$ cat src/rtl/alu_sequencer.sv
// Multi-cycle issue controller between the control unit and the ALU.
// Optional feature: define ALU_SEQ_DIV_EN to make DIV legal (latency DIV_CYCLES).
module alu_sequencer #(
    parameter int MUL_CYCLES = 33,
    parameter int DIV_CYCLES = 34,
    parameter int CNT_W      = 6
) (
    input  logic        clock,
    input  logic        clear,
    input  logic        start,
    input  logic [4:0]  op,
    input  logic [31:0] ra,
    input  logic [31:0] rb,
    output logic        ready,
    output logic        busy,
    output logic        done,
    output logic        err,
    output logic [31:0] alu_RA,
    output logic [31:0] alu_RB,
    output logic [4:0]  alu_Op,
    input  logic [31:0] alu_hi,
    input  logic [31:0] alu_lo,
    output logic [31:0] Z_hi,
    output logic [31:0] Z_lo
);

    localparam logic [4:0] OP_FIRST = 5'd3;
    localparam logic [4:0] OP_LAST  = 5'd18;
    localparam logic [4:0] OP_DIV   = 5'd15;
    localparam logic [4:0] OP_MUL   = 5'd16;

    typedef enum logic {IDLE, EXEC} state_t;

    state_t           state, state_next;
    logic [CNT_W-1:0] cnt;
    logic             accept, issue, finish;

    function automatic logic is_legal(input logic [4:0] o);
`ifdef ALU_SEQ_DIV_EN
        return (o >= OP_FIRST) && (o <= OP_LAST);
`else
        return (o >= OP_FIRST) && (o <= OP_LAST) && (o != OP_DIV);
`endif
    endfunction

    function automatic logic [CNT_W-1:0] latency(input logic [4:0] o);
        if (o == OP_MUL) return CNT_W'(MUL_CYCLES);
        if (o == OP_DIV) return CNT_W'(DIV_CYCLES);
        return CNT_W'(1);
    endfunction

    assign accept = start && ready;
    assign issue  = accept && is_legal(op);
    assign finish = (state == EXEC) && (cnt == CNT_W'(1));

    always_ff @(posedge clock or negedge clear) begin
        if (!clear) state <= IDLE;
        else        state <= state_next;
    end

    always_comb begin
        state_next = state;
        case (state)
            IDLE: if (issue)  state_next = EXEC;
            EXEC: if (finish) state_next = IDLE;
            default:          state_next = IDLE;
        endcase
    end

    always_comb begin
        ready = (state == IDLE);
        busy  = (state == EXEC);
    end

    // Issue latch, latency countdown and result capture; done/err are single-cycle pulses.
    always_ff @(posedge clock or negedge clear) begin
        if (!clear) begin
            cnt    <= '0;
            done   <= 1'b0;
            err    <= 1'b0;
            alu_RA <= '0;
            alu_RB <= '0;
            alu_Op <= '0;
            Z_hi   <= '0;
            Z_lo   <= '0;
        end else begin
            done <= 1'b0;
            err  <= 1'b0;
            if (issue) begin
                alu_RA <= ra;
                alu_RB <= rb;
                alu_Op <= op;
                cnt    <= latency(op);
            end else if (accept) begin
                done <= 1'b1;
                err  <= 1'b1;
            end else if (state == EXEC) begin
                cnt <= cnt - CNT_W'(1);
                if (finish) begin
                    Z_hi   <= alu_hi;
                    Z_lo   <= alu_lo;
                    done   <= 1'b1;
                    alu_Op <= '0;
                end
            end
        end
    end

endmodule

$ cat config.mk
export PLATFORM = sky130hd
export DESIGN_NAME = alu_sequencer
export DESIGN_NICKNAME = d
export VERILOG_FILES = /design/src/rtl/alu_sequencer.sv
export SDC_FILE = /design/constraint.sdc
export NUM_CORES = 1
export LEC_CHECK = 0
export BUFFER_PORTS_ARGS = -buffer_cell sky130_fd_sc_hd__clkbuf_2
export CAP_MARGIN = 30
export CORE_MARGIN = 4
export CORE_UTILIZATION = 28
export DETAILED_ROUTE_END_ITERATION = 16
export MAX_ROUTING_LAYER = met4
export PLACE_DENSITY_LB_ADDON = 0.15
export SLEW_MARGIN = 20
export SYNTH_ARGS = -nofsm -noshare
export SYNTH_HDL_FRONTEND = slang
export SYNTH_SLANG_ARGS = --single-unit
export TNS_END_PERCENT = 30
$ cat constraint.sdc
create_clock -name clock -period 2.4 [get_ports clock]
set_input_delay 0.24 -clock clock [delete_from_list [all_inputs] [get_ports clock]]
set_output_delay 0.24 -clock clock [all_outputs]
set_load 0.005 [all_outputs]
==> impl_results.md <==
- Clk slew on worst S/H paths: 0.06 ns
- Met1 usage: 15.2%
- Antenna fix cells: 0
- WP buf/inv: 1
- Die Y: 148 µm
- Pin count of the biggest net entering global routing: 71
- Root buf cell: clkbuf_16
- Element type at the critical path start: flip-flop
- Register area share after synthesis: 64.8%
- Tightest Pin Transition: 0.874 ns
- Setup TNS: 0 ns
- Yosys top cell area share: 64.8%
- Yosys cell types: 30
- Slowest CP cell: buf_4
- Crit path required time: 2.69 ns
- Post-route ant nets: 0
- # DRC: 0
- Final hold violations: 0
- Grt total ovfl: 0
- Io pins: 273
- GRT met2 Usage: 20.9%
- Met3 usage: 5.43%
- DP Wirelength: 10400 µm
- CTS Buffer Depth: 2
- CTS sink cnt: 142
- Per-cell routed wire length: 15.3 µm
- Die Wd: 148 µm
- Post-cts resize count: 0
- Routed WL: 13700 µm
- Num CTS Buffers: 17
- Avg Vias per Cell: 4.29
- Vias in the first global route: 4221
- Skew final: 0.00883 ns
- H-tree levels: 4
- Tot Pwr: 10200 µW
- RSZ-0062 raised after global routing: false
- Fin crit period: 2.02 ns
- Worst Hold Margin: 0.0344 ns
- Initial antenna violation count: 0
- Layout cells sized above 1: 59.5%
- First-pass GRT wire length: 22000 µm
- Port bufs: 272
- Post-Syn Area: 5480 µm²
- Area grow syn2layout: 41.7%
- Leak: 0.00396 µW
- Slowest stage delay, CP: 0.65 ns
- Endpoint class of the critical path: flip-flop
- Status: finished clean
- Setup Viol. Count Final: 0
- Final Util: 41.0%
- Clk Latency, worst-skew pair: 0.41 ns
- Area after DPL: 7140 µm²
- Pins Over Slew Limit: 0
- Critical Path AT: 2.31 ns
- Starting Density: 28.9%
- Delay-heaviest family, CP: buffers and inverters
- Via count: 3840
- Synth area leaders: dfrtp_1, mux2_2, mux2_1
- DR pass1 iterations: 4
- Hold/Removal Path Class: in2reg
- Fmax: 495 MHz
- Max-capacitance violation count: 0
- P per Cell Area: 1310 nW/µm²
- Yosys top cell by area: dfrtp_1
- GR peak layer: met2
- Crit path max fanout: 70
- Overall global routing resource usage: 13.0%
- Post-synthesis average cell area: 16.1 µm²
- Worst-path cell chain: nor2b_1 > nand3_4 > buf_4 > mux2_2
- Rel. slew slack: 41.7%
- Peak supply drop: 0.490 mV
- CP Class: reg2reg
- Die Area: 21900 µm²
- Fin nets: 761
- Period utilization: 84.2%
- #FFs+latches synth: 142
- Post-Synthesis Cells: 340
- Core area: 19000 µm²
- Ys Warns: 0
- Syn Nets: 478
- Initial drt markers: 148
- Final GP Congestion: 0.805
- CTS tree: built
- Final instance area: 7770 µm²
- Row Count: 50
==> Yosys cell counts <==
cell type and n:
buf_4 1, nand3_1 1, mux2i_4 1, mux2_2 64, nor3_1 2, a32o_1 1, dfrtp_1 142, nand2_4 1
and2_1 1, a21oi_1 2, nor2b_1 1, buf_2 7, inv_1 8, mux2_4 2, a31o_1 3, and3_1 1
nor2_1 6, nand2_1 10, xnor2_1 3, mux2i_1 5, a21oi_4 1, a22o_1 1, mux2_1 62, nand2b_1 1
ha_1 2, a21oi_2 1, a31oi_1 2, o21ai_0 1, buf_6 6, xor2_1 1
==> flip-flops by register name (all words and copies together) (netlist names) <==
signal  count
err         1
Z_hi       32
alu_Op      5
cnt         6
busy        1
done        1
alu_RA     32
Z_lo       32
alu_RB     32
==> layout make-up <==
class | count | area (µm²)
clock inverter | 13 | 189
tap | 260 | 325
sequential | 142 | 3550
fill | 1851 | 11200
timing repair buffer | 278 | 1440
inverter | 8 | 30.0
clock buffer | 18 | 429
multi-input combinational | 176 | 1800
==> metal layers <==
metal | share of wire, % | vias to the layer above
met5 | 0 | -
met4 | 1.0 | 0
met3 | 9.1 | 13
met2 | 49 | 190
met1 | 41 | 1889
li1 | - | 1748
==> kinds of logic after synthesis <==
kind of cell	after synthesis	share of synthesized area, %
xor gates and xnor gates	4	0.639
muxes	134	27.7
adders and majority gates	2	0.456
AOI/OAI and AO/OA	12	1.78
and+or+nand+nor	24	2.03
buffers and inverters	22	2.56
DFF	142	64.8
==> placed cells by master (no fill, tap or decap), types with 3 or more instances in the layout <==
| cell | instances |
|---|---|
| dfrtp_1 | 142 |
| nor2_1 | 6 |
| clkbuf_16 | 17 |
| a31o_1 | 3 |
| bufinv_16 | 4 |
| buf_4 | 3 |
| clkinv_4 | 3 |
| mux2i_1 | 5 |
| mux2_1 | 62 |
| nand2_1 | 10 |
| inv_1 | 8 |
| xnor2_1 | 3 |
| clkbuf_2 | 271 |
| mux2_2 | 64 |
==> metrics by stage <==
step,cells,setup WS (ns)
after detailed placement,863,0.351
after CTS,895,0.338
after global routing,895,0.287
after global placement,863,0.431
final,895,0.379
after floorplan,340,0.839
==> repair_timing <==
item | in CTS | in global routing
endpoints found under the hold margin | 60 | 0
setup endpoints to repair | 0 | 0
hold buffers | 1 | 0
setup buffers | 0 | 0
==> worst paths after layout <==
check / startpoint / to / slack (ns) / depth (start not counted)
setup / recovery: busy / Z_hi[22] / 0.38 / 4
hold / removal: ra[16] / alu_RA[16] / 0.03 / 2
setup reg to reg: busy / Z_hi[22] / 0.38 / 4
hold reg to reg: alu_RB[27] / alu_RB[27] / 0.49 / 1
max in group asynchronous: clear / alu_RB[4] / 1.30 / 3
min in group asynchronous: clear / alu_RB[10] / 0.38 / 2
==> report_power, final <==
group          leakage, µW  switching [µW]  total [µW]  internal (µW)
registers          0.00169             626        4230           3600
logic              0.00197            1330        3150           1820
clock network     0.000297            1040        2780           1740
(Power assumes the default switching activity.)
